**src/rtl/ffs_result_queue.sv**
```systemverilog
// Result queue behind the findfirstset pipeline: buffers emitted indices in a
// first-word-fall-through FIFO and grants upstream issue credit so that results emerge into free slots.
module ffs_result_queue #(
  parameter  int unsigned WIDTH = 10,
  parameter  int unsigned DEPTH = 16,
  parameter  int unsigned LAT   = 10,
  localparam int unsigned PW    = $clog2(DEPTH),
  localparam int unsigned CW    = PW + 1,
  localparam int unsigned FW    = $clog2(LAT + 1) + 1
) (
  input  logic             clk,
  input  logic             reset,
  input  logic             issue,
  input  logic             res_valid,
  input  logic [WIDTH-1:0] res_data,
  output logic             out_valid,
  output logic [WIDTH-1:0] out_data,
  input  logic             out_ready,
  output logic             can_issue,
  output logic [CW-1:0]    count,
  output logic [FW-1:0]    in_flight,
  output logic             overflow,
  output logic             protocol_err,
  output logic [7:0]       drop_count
);

  localparam int unsigned SW = ((CW > FW) ? CW : FW) + 1;

  logic [WIDTH-1:0] mem_q [DEPTH];
  logic [PW-1:0]    wr_ptr_q, wr_ptr_d;
  logic [PW-1:0]    rd_ptr_q, rd_ptr_d;
  logic [CW-1:0]    count_q, count_d;
  logic [FW-1:0]    in_flight_q, in_flight_d;
  logic             out_valid_q, out_valid_d;
  logic             overflow_q, overflow_d;
  logic             protocol_err_q, protocol_err_d;
  logic [7:0]       drop_count_q, drop_count_d;

  logic pop, push, drop, full, unexpected;

  // Next-state for pointers, occupancy, credit tracking and sticky status
  always_comb begin
    full       = (count_q == CW'(DEPTH));
    pop        = out_valid_q & out_ready;
    push       = res_valid & (~full | pop);
    drop       = res_valid & full & ~pop;
    unexpected = res_valid & ~issue & (in_flight_q == '0);

    wr_ptr_d = push ? wr_ptr_q + PW'(1) : wr_ptr_q;
    rd_ptr_d = pop  ? rd_ptr_q + PW'(1) : rd_ptr_q;
    count_d  = count_q + CW'(push) - CW'(pop);
    out_valid_d = (count_d != '0);

    in_flight_d = in_flight_q;
    if (issue && !res_valid) begin
      if (in_flight_q != {FW{1'b1}}) in_flight_d = in_flight_q + FW'(1);
    end else if (res_valid && !issue) begin
      if (in_flight_q != '0) in_flight_d = in_flight_q - FW'(1);
    end

    overflow_d     = overflow_q | drop;
    protocol_err_d = protocol_err_q | unexpected;
    drop_count_d   = drop_count_q;
    if (drop && drop_count_q != 8'hFF) drop_count_d = drop_count_q + 8'd1;
  end

  always_ff @(posedge clk) begin
    if (!reset) begin
      wr_ptr_q       <= '0;
      rd_ptr_q       <= '0;
      count_q        <= '0;
      in_flight_q    <= '0;
      out_valid_q    <= 1'b0;
      overflow_q     <= 1'b0;
      protocol_err_q <= 1'b0;
      drop_count_q   <= '0;
    end else begin
      wr_ptr_q       <= wr_ptr_d;
      rd_ptr_q       <= rd_ptr_d;
      count_q        <= count_d;
      in_flight_q    <= in_flight_d;
      out_valid_q    <= out_valid_d;
      overflow_q     <= overflow_d;
      protocol_err_q <= protocol_err_d;
      drop_count_q   <= drop_count_d;
    end
  end

  // Storage array needs no reset: the head is masked to zero while empty
  always_ff @(posedge clk) begin
    if (reset && push) mem_q[wr_ptr_q] <= res_data;
  end

  assign out_valid    = out_valid_q;
  assign out_data     = out_valid_q ? mem_q[rd_ptr_q] : '0;
  assign can_issue    = (SW'(count_q) + SW'(in_flight_q)) < SW'(DEPTH);
  assign count        = count_q;
  assign in_flight    = in_flight_q;
  assign overflow     = overflow_q;
  assign protocol_err = protocol_err_q;
  assign drop_count   = drop_count_q;

endmodule

```
**config.mk**
```make
export PLATFORM = sky130hd
export DESIGN_NAME = ffs_result_queue
export DESIGN_NICKNAME = d
export VERILOG_FILES = /design/src/rtl/ffs_result_queue.sv
export SDC_FILE = /design/constraint.sdc
export NUM_CORES = 1
export LEC_CHECK = 0
export BUFFER_PORTS_ARGS = -buffer_cell sky130_fd_sc_hd__buf_2
export CELL_PAD_IN_SITES_DETAIL_PLACEMENT = 0
export CELL_PAD_IN_SITES_GLOBAL_PLACEMENT = 2
export CORE_ASPECT_RATIO = 0.9
export CORE_MARGIN = 2
export CORE_UTILIZATION = 46
export CTS_CLUSTER_DIAMETER = 80
export DETAILED_ROUTE_END_ITERATION = 8
export GPL_ROUTABILITY_DRIVEN = 0
export PLACE_DENSITY_LB_ADDON = 0.1
export SETUP_SLACK_MARGIN = 0.2
export SLEW_MARGIN = 40
export SYNTH_ARGS = -nofsm -noshare
export SYNTH_HDL_FRONTEND = slang
export SYNTH_SLANG_ARGS = --single-unit
```
**constraint.sdc**
```tcl
create_clock -name clk -period 3.63 [get_ports clk]
set_clock_uncertainty 0.1 [all_clocks]
set_input_delay 0.5445 -clock clk [delete_from_list [all_inputs] [get_ports clk]]
set_output_delay 0.5445 -clock clk [all_outputs]
set_load 0.01 [all_outputs]
```
==> reports/qor.yml, run 1 <==
viasPerCell: 5.64
power_uw: 5570
cpMostUsedCell: "inv_1"
yosysSeqAreaShare_pct: 69.0
overflow: 0
cts_buffers: 17
top_layer: "met4"
syn-cell-area_um2: 7920
wl_met3_um: 724
report.final.setup_viol: 0
cts_tree: "yes"
ios: 47
power_density_nw_per_um2: 613
slowest_stage: "fa_1"
rows: 45
r2r-end: "out_valid$_SDFF_PN0_"
dp_hpwl_um: 10500
post_cts_buffers: 0
vias: 4232
reg2reg_slack_ns: 0.46
status: "complete, no violations"
final_max_slew_viol_count: 0
core-area_um2: 16900
drive_gt1_share_pct: 27.5
rsz0062_at_grt: "false"
maxSlewHeadroom_pct: 47.5
cp-end-kind: "flop"
dpl_cell_area_um2: 8530
worstSetupPathType: "reg2reg"
antenna_found_initial: 0
timing.final.crit_share_pct: 87.4
cts_sinks: 193
cts_max_level: 4
synthCells: 455
ys_warn_count: 0
holdWs_ns: 0.361
hold_path.class: "reg2reg"
worstMarginPinSlew_ns: 0.787
hold_depth: 2
die_h_um: 129
max_freq_mhz: 315
dr.first_iter.drc_count: 299
finalCriticalPeriod_ns: 3.17
die-area_um2: 18300
grt_max_degree: 40
die_w_um: 142
stdcell_area_um2: 9080
routed-wl-met2_um: 7210
reg2reg_depth: 14
grt_pass1_wl_um: 24800
crit_required_ns: 3.83
worstHoldEndpoint: "protocol_err$_SDFF_PN0_"
synth_area_per_cell_um2: 17.4
clk_pin_slew_ns: 0.06
cp_cell_sequence: "inv_1, ha_1, and4bb_2, a21oi_1, inv_1, ha_1, inv_1, ha_1, inv_1, fa_1, nor2b_1, o21bai_1, and3_1, o41a_1"
p_leak_uw: 0.00312
vdd_drop_max_mv: 0.395
clockRootBuffer: "clkbuf_16"
clock_latency_ns: 0.43
port_buffers: 46
r2r_start: "count[2]$_SDFF_PN0_"
wl_met1_um: 7970
hold_start: "protocol_err$_SDFF_PN0_"
synth_edf_count: 160
ys_ff_latch: 193
critPathMaxStageDelay_ns: 0.40
worst_ep_arrival_time_ns: 3.38
wl_per_cell_um: 21.5
final-hold-violation-count: 0
cts_resized: 0
critPathMaxFanout: 4
final_nets: 566
antenna_left: 0
cts_max_path_buffers: 2
diodes: 0
initial_core_util_pct: 46.9
fin_tns_setup_ns: 0
synth_cell_type_count: 56
grt_pass1_vias: 4203
synth_nets: 493
grt_use_total_pct: 18.9
async_flop_share_pct: 0
syn_to_final_growth_pct: 14.6
routed_wirelength_um: 16100
ctsHoldBuffers: 0
drc_errors: 0
synth_flop_cell: "edfxtp_1"
drv_cap: 0
dr.pass1.iters: 4
startpoint_type: "flop"
[through the flow]
step	setup WS, ns	util [%]	cells
after detailed placement	0.475	50.5	720
after global placement	0.560	50.5	720
final	0.459	53.8	750
after CTS	0.435	53.8	750
after global routing	0.252	53.8	750
after floorplan	0.421	-	455
[layout by cell type, fill, tap and decap left out, drive strengths merged, types with 2 or more instances in the layout]
master	count
nor2b	2
nand2b	2
and3	5
mux4	40
inv	17
clkinvlp	2
clkbuf	19
dfxtp	33
mux2i	22
nand3	8
and2	3
edfxtp	160
a41o	2
a21oi	14
o211ai	2
a21o	4
o22ai	9
nor2	33
buf	68
nor3	3
bufinv	2
nand2	12
clkinv	6
xnor2	5
nand3b	3
o21ai	5
ha	21
nand4	4
xor2	7
fa	2
or3	5
[power by group]
group	total [uW]	internal, uW	leakage (uW)	switching, uW
Combinational	1180	554	0.00114	626
Clock	1760	1000	0.000262	764
Sequential	2620	2500	0.00171	126
[final cells by class]
cell class	instances	area (um^2)
clock inverter	11	114
fill	1360	7810
sequential	193	5470
tap	211	264
multi-input combinational	232	2330
clock buffer	19	433
timing repair buffer	68	408
inverter	16	60.1
[worst max-delay path: cells and delay by family (launching register included)]
family / cells / cell delay [ns]
AOI/OAI and AO/OA: 3 / 0.66
adders and majority gates: 4 / 1.05
buffers and inverters: 4 / 0.25
DFF: 1 / 0.38
and+or+nand+nor: 3 / 0.62
[cell usage after synthesis, drive strengths merged, types with 7 or more instances]
library cell,instances,area [um^2]
nand2,12,45.0
dfxtp,33,661
edfxtp,160,4800
ha,21,263
nand3,8,40.0
mux4,40,901
inv,15,56.3
a21oi,14,70.1
buf,9,47.5
nor2,33,124
mux2i,22,220
xor2,7,61.3
o22ai,9,56.3
[per-layer routing]
metal,track usage [%],up-vias
met5,0,-
met4,6.12,0
met3,3.94,14
met2,27.9,94
met1,28.5,2174
li1,-,1950
[how the worst max path moves through the flow]
stage	to	startpoint
after global placement	out_valid$_SDFF_PN0_	count[3]$_SDFF_PN0_
final	out_valid$_SDFF_PN0_	count[2]$_SDFF_PN0_
after detailed placement	out_valid$_SDFF_PN0_	count[3]$_SDFF_PN0_
after global routing	out_valid$_SDFF_PN0_	count[2]$_SDFF_PN0_
after floorplan	out_valid$_SDFF_PN0_	count[2]$_SDFF_PN0_
after CTS	out_valid$_SDFF_PN0_	count[2]$_SDFF_PN0_
[flip-flops by register name, summed over array words and instances (netlist names), named ones only]
signal	cells
in_flight	5
rd_ptr_q	4
drop_count	8
protocol_err	1
out_valid	1
mem_q	160
wr_ptr_q	4
count	5
overflow	1
[logic make-up (layout without fill, tap and decap cells)]
family | count (synthesis) | count (layout) | share of synthesized area, %
compound gates | 49 | 49 | 4.37
mux | 63 | 63 | 14.3
buf+inv | 30 | 114 | 1.59
flops | 193 | 193 | 69.0
xor+xnor | 12 | 12 | 1.33
fa+ha+maj | 23 | 23 | 3.82
simple gates | 85 | 85 | 5.61
Power figures use the tool's default switching activity.
==> inputs of run 2 (changes only) <==
Settings changed: GPL_ROUTABILITY_DRIVEN 0 to 1.
Clock period 3.63 ns to 3.4 ns, I/O delays scaled along.
==> reports/qor.yml, run 2 (synthesis results as in run 1) <==
reg2reg_depth: 14  # unchanged
initial_core_util_pct: 46.9  # unchanged
rows: 45  # unchanged
final-hold-violation-count: 0  # unchanged
clk_pin_slew_ns: 0.08  # +0.02 ns
power_density_nw_per_um2: 653  # +6.6%
largest_register: "mem_q"
reg2reg_slack_ns: 0.35  # -0.11 ns
r2r-end: "out_valid$_SDFF_PN0_"
clock_latency_ns: 0.43  # about the same
timing.final.crit_share_pct: 89.6  # +2.3 points
grt_pass1_wl_um: 25500  # +3.1%
status: "complete, no violations"
crit_family: "adder cells"
drv_cap: 0  # unchanged
critPathMaxFanout: 4  # unchanged
holdWs_ns: 0.359  # -0.00202 ns
seq_area_um2: 5470  # about the same
crit_required_ns: 3.62  # -0.21 ns
worstSetupPathType: "reg2reg"
fin_util_pct: 54.4  # +0.63 points
grt_max_degree: 41  # +2.5%
dp_hpwl_um: 11000  # +5.0%
clockRootBuffer: "clkbuf_16"
antenna_found_initial: 0  # unchanged
layout_commonest_cell: "edfxtp_1"
vias: 4223  # -0.21%
drive_gt1_share_pct: 30.1  # +2.7 points
critPathBufInv: 4  # unchanged
final_nets: 573  # +1.2%
startpoint_type: "flop"
worst_ep_arrival_time_ns: 3.27  # -0.11 ns
wl_per_cell_um: 21.6  # +0.74%
hold_start: "res_data[6]"
hold_path.class: "in2reg"
slowest_stage: "fa_1"
routed-wl-met2_um: 7590  # +5.3%
max_freq_mhz: 328  # +4.1%
fillers: 1392  # +2.4%
final_cell_count_no_fill: 759  # +1.2%
grt_use_total_pct: 19.3  # +0.42 points
die-area_um2: 18300  # unchanged
maxSlewHeadroom_pct: 51.6  # +4.1 points
core-area_um2: 16900  # unchanged
setup_ws_ns: 0.353  # -0.106 ns
viasPerCell: 5.56  # -1.4%
cpMostUsedCell: "inv_1"
die_h_um: 129  # unchanged
die_w_um: 142  # unchanged
rsz0062_at_grt: "true"
final_max_slew_viol_count: 0  # unchanged
pre_cts_slack_ns: 0.321  # -0.154 ns
wl_met3_um: 733  # +1.2%
cts_tree: "yes"
worstHoldEndpoint: "mem_q[6][6]$_DFFE_PP_"
p_leak_uw: 0.00318  # +2.1%
cts_sinks: 193  # unchanged
cp_num_cells: 14  # unchanged
critPathMaxStageDelay_ns: 0.41  # about the same
diodes: 0  # unchanged
cts_max_level: 4  # unchanged
dp_cells: 727  # +0.97%
cts_buffers: 17  # unchanged
r2r_start: "count[2]$_SDFF_PN0_"
worstMarginPinSlew_ns: 0.724  # -0.0631 ns
cts_max_path_buffers: 2  # unchanged
top_layer: "met4"
wl_met1_um: 7940  # -0.30%
syn_to_final_growth_pct: 16.0
ctsHoldBuffers: 0  # unchanged
ios: 47  # unchanged
report.final.setup_viol: 0  # unchanged
vdd_drop_max_mv: 0.350  # -11%
grt_pass1_vias: 4328  # +3.0%
post_cts_buffers: 0  # unchanged
dr.pass1.iters: 6  # +2
fin_tns_setup_ns: 0  # unchanged
largest_register_ffs: 160  # unchanged
most-common-layout-cells: "edfxtp_1 (160), buf_2 (46), mux4_2 (40), nor2_1 (31), dfxtp_1 (29)"
finalCriticalPeriod_ns: 3.05  # -0.124 ns
port_buffers: 46  # unchanged
antenna_left: 0  # unchanged
overflow: 0  # unchanged
dr.first_iter.drc_count: 269  # -10%
routabilityCongestion: 0.809
drc_errors: 0  # unchanged
multi_input_area_um2: 2340  # +0.27%
cp-end-kind: "flop"
routed_wirelength_um: 16400  # +1.9%
cp_cell_sequence: "inv_1, ha_1, and4bb_2, a21oi_2, inv_1, ha_1, inv_1, ha_1, inv_1, fa_1, nor2b_1, o21bai_1, and3_1, o41a_1"
hold_depth: 1  # -1
[run 2: metrics by stage]
step | total power, uW | area [um^2]
final | 6000 | 9190
after global routing | 6280 | 9190
after CTS | 6050 | 9180
after detailed placement | 4150 | 8610
after global placement | 4140 | 8610
after floorplan | 3710 | 7930
[run 2: what timing repair did]
action                                 in CTS  in global routing
endpoints found under the hold margin       0                  0
setup endpoints to repair                   0                  2
resized for setup                           0                  3
[run 2: power by group]
group | switching, uW | internal [uW]
Clock | 886 | 1020
Sequential | 156 | 2670
Combinational | 650 | 624
Total | 1690 | 4310
[run 2: area by class of cell]
| cell class | instances | share of cell area (%) |
|---|---|---|
| Inverter | 16 | 0.654 |
| Multi-Input combinational cell | 232 | 25.5 |
| Tap cell | 211 | 2.87 |
| Clock inverter | 11 | 1.04 |
| Clock buffer | 21 | 5.11 |
| Timing Repair Buffer | 75 | 5.28 |
| Sequential cell | 193 | 59.6 |
[run 2: per-layer routing]
layer / up-vias / track usage (%)
li1: 1967 / -
met1: 2166 / 29.0
met2: 80 / 29.0
met3: 10 / 4.58
met4: 0 / 4.72
met5: - / 0
[run 2: worst max-delay path by stage]
stage	to	startpoint	slack, ns
floorplan	out_valid$_SDFF_PN0_	count[2]$_SDFF_PN0_	0.32
global placement	out_valid$_SDFF_PN0_	count[3]$_SDFF_PN0_	0.37
detailed placement	out_valid$_SDFF_PN0_	count[2]$_SDFF_PN0_	0.32
CTS	out_data[2]	flop	0.27
global route	out_valid$_SDFF_PN0_	count[3]$_SDFF_PN0_	0.18
finish	out_valid$_SDFF_PN0_	count[2]$_SDFF_PN0_	0.35
==> inputs of run 3 (changes only) <==
Settings changed: CORE_ASPECT_RATIO 0.9 to 0.8.
==> reports/qor.yml, run 3 (synthesis results as in run 1) <==
die_h_um: 121  # -5.5%
post_cts_buffers: 0  # unchanged
fin_util_pct: 55.0  # +0.63 points
overflow: 0  # unchanged
reg2reg_slack_ns: 0.39  # +0.04 ns
final_max_slew_viol_count: 0  # unchanged
max_freq_mhz: 332  # +1.3%
final_nets: 569  # -0.70%
cp-end-kind: "flop"
port_buffers: 46  # unchanged
antenna_found_initial: 0  # unchanged
core-area_um2: 16700  # -1.1%
layout_commonest_cell: "edfxtp_1"
diodes: 0  # unchanged
r2r-end: "out_valid$_SDFF_PN0_"
pre_cts_slack_ns: 0.395  # +0.0744 ns
cts_max_path_buffers: 2  # unchanged
ios: 47  # unchanged
maxSlewHeadroom_pct: 52.6  # +0.97 points
crit_end: "out_valid$_SDFF_PN0_"
finalCriticalPeriod_ns: 3.01  # -0.0386 ns
worstMarginPinSlew_ns: 0.711  # -0.0126 ns
die_w_um: 151  # +5.9%
initial_core_util_pct: 47.4  # +0.51 points
antenna_left: 0  # unchanged
final-hold-violation-count: 0  # unchanged
drv_cap: 0  # unchanged
vias: 4303  # +1.9%
power_density_nw_per_um2: 670  # +2.5%
r2r_start: "count[2]$_SDFF_PN0_"
seq_area_um2: 5470  # about the same
dp_hpwl_um: 10600  # -3.9%
fin_tns_setup_ns: 0  # unchanged
wl_per_cell_um: 22.0  # +1.7%
critPathMaxFanout: 3  # -1
cts_resized: 0  # unchanged
ctsHoldBuffers: 0  # unchanged
worstSetupPathType: "reg2reg"
clk_pin_slew_ns: 0.07  # about the same
worst_ep_arrival_time_ns: 3.22  # -0.05 ns
power_uw: 6160  # +2.6%
cts_max_level: 4  # unchanged
dr.pass1.iters: 4  # -2
rows: 42  # -6.7%
clockRootBuffer: "clkbuf_16"
hold_path.class: "in2reg"
largest_register: "mem_q"
routed_wirelength_um: 16800  # +2.3%
status: "complete, no violations"
crit_path_start: "count[2]$_SDFF_PN0_"
grt_use_total_pct: 19.8  # +0.43 points
crit_required_ns: 3.61  # about the same
cts_tree: "yes"
cts_sinks: 193  # unchanged
report.final.setup_viol: 0  # unchanged
largest_register_ffs: 160  # unchanged
routabilityCongestion: 0.784  # -3.2%
drc_errors: 0  # unchanged
multi_input_area_um2: 2340  # -0.11%
grt_pass1_vias: 4310  # -0.42%
drive_gt1_share_pct: 29.1  # -1.0 points
grt_max_degree: 40  # -2.4%
grt_pass1_wl_um: 25700  # +0.62%
reg2reg_depth: 14  # unchanged
cts_buffers: 17  # unchanged
dr.first_iter.drc_count: 296  # +10%
syn_to_final_growth_pct: 16.0  # about the same
rsz0062_at_grt: "false"
startpoint_type: "flop"
die-area_um2: 18300  # about the same
p_leak_uw: 0.00317  # -0.32%
most-common-layout-cells: "edfxtp_1 (160), buf_2 (46), mux4_2 (40), nor2_1 (32), dfxtp_1 (31)"
vdd_drop_max_mv: 0.468  # +34%
fillers: 1352  # -2.9%
clock_latency_ns: 0.43  # about the same
holdWs_ns: 0.350  # -0.00879 ns
timing.final.crit_share_pct: 88.5  # -1.1 points
setup_ws_ns: 0.391  # +0.0386 ns
viasPerCell: 5.64  # +1.4%
## run 3: changes by cell type in the layout (fill, tap and decap cells not counted), sizes merged
cell	previous run	this run
clkinv	5	4
buf	75	71
clkbuf	21	17
clkinvlp	0	1
bufinv	0	3
## run 3: worst max-delay path, stage by stage, from the launching register on
cell and delay, ns:
dfxtp_1 0.33, inv_1 0.06, ha_1 0.20, and4bb_2 0.28, a21oi_2 0.16, inv_1 0.06, ha_1 0.28, inv_1 0.06
ha_1 0.15, inv_1 0.05, fa_1 0.40, nor2b_1 0.13, o21bai_1 0.08, and3_1 0.19, o41a_1 0.37
## run 3: area by class of cell
type / count / area share, %
sequential: 193 / 59.5
multi-input combinational: 232 / 25.4
inverter: 16 / 0.653
tap: 220 / 2.99
clock buffer: 17 / 4.63
timing repair buffer: 71 / 4.68
clock inverter: 14 / 2.15
## run 3: power breakdown
part	switching, uW	internal, uW	total [uW]
clock	902	1180	2090
combinational	682	601	1280
sequential	124	2660	2790
## run 3: metrics by stage
step                area (um^2)  cells
finish                     9190    763
global route               9190    763
CTS                        9190    763
detailed placement         8570    732
global placement           8570    732
floorplan                  7930    455
## run 3: how the worst min path moves through the flow
stage | start | endpoint | slack, ns | depth (start not counted)
finish | res_data[5] | mem_q[11][5]$_DFFE_PP_ | 0.35 | 1
global route | res_data[2] | mem_q[8][2]$_DFFE_PP_ | 0.36 | 1
CTS | res_data[5] | mem_q[11][5]$_DFFE_PP_ | 0.34 | 1
detailed placement | overflow$_SDFF_PN0_ | overflow$_SDFF_PN0_ | 0.35 | 2
global placement | overflow$_SDFF_PN0_ | overflow$_SDFF_PN0_ | 0.34 | 2
floorplan | rd_ptr_q[1]$_SDFFE_PN0N_ | flop | 0.37 | 2
## run 3: layer usage
| layer | part of all wire (%) | vias to the layer above | GRT usage (%) | routed length [um] |
|---|---|---|---|---|
| li1 | - | 1959 | - | - |
| met1 | 49 | 2252 | 29.6 | 8220 |
| met2 | 47 | 85 | 30.1 | 7870 |
| met3 | 3.7 | 7 | 3.87 | 627 |
| met4 | 0.42 | 0 | 4.79 | 70 |
| met5 | 0 | - | 0 | 0 |
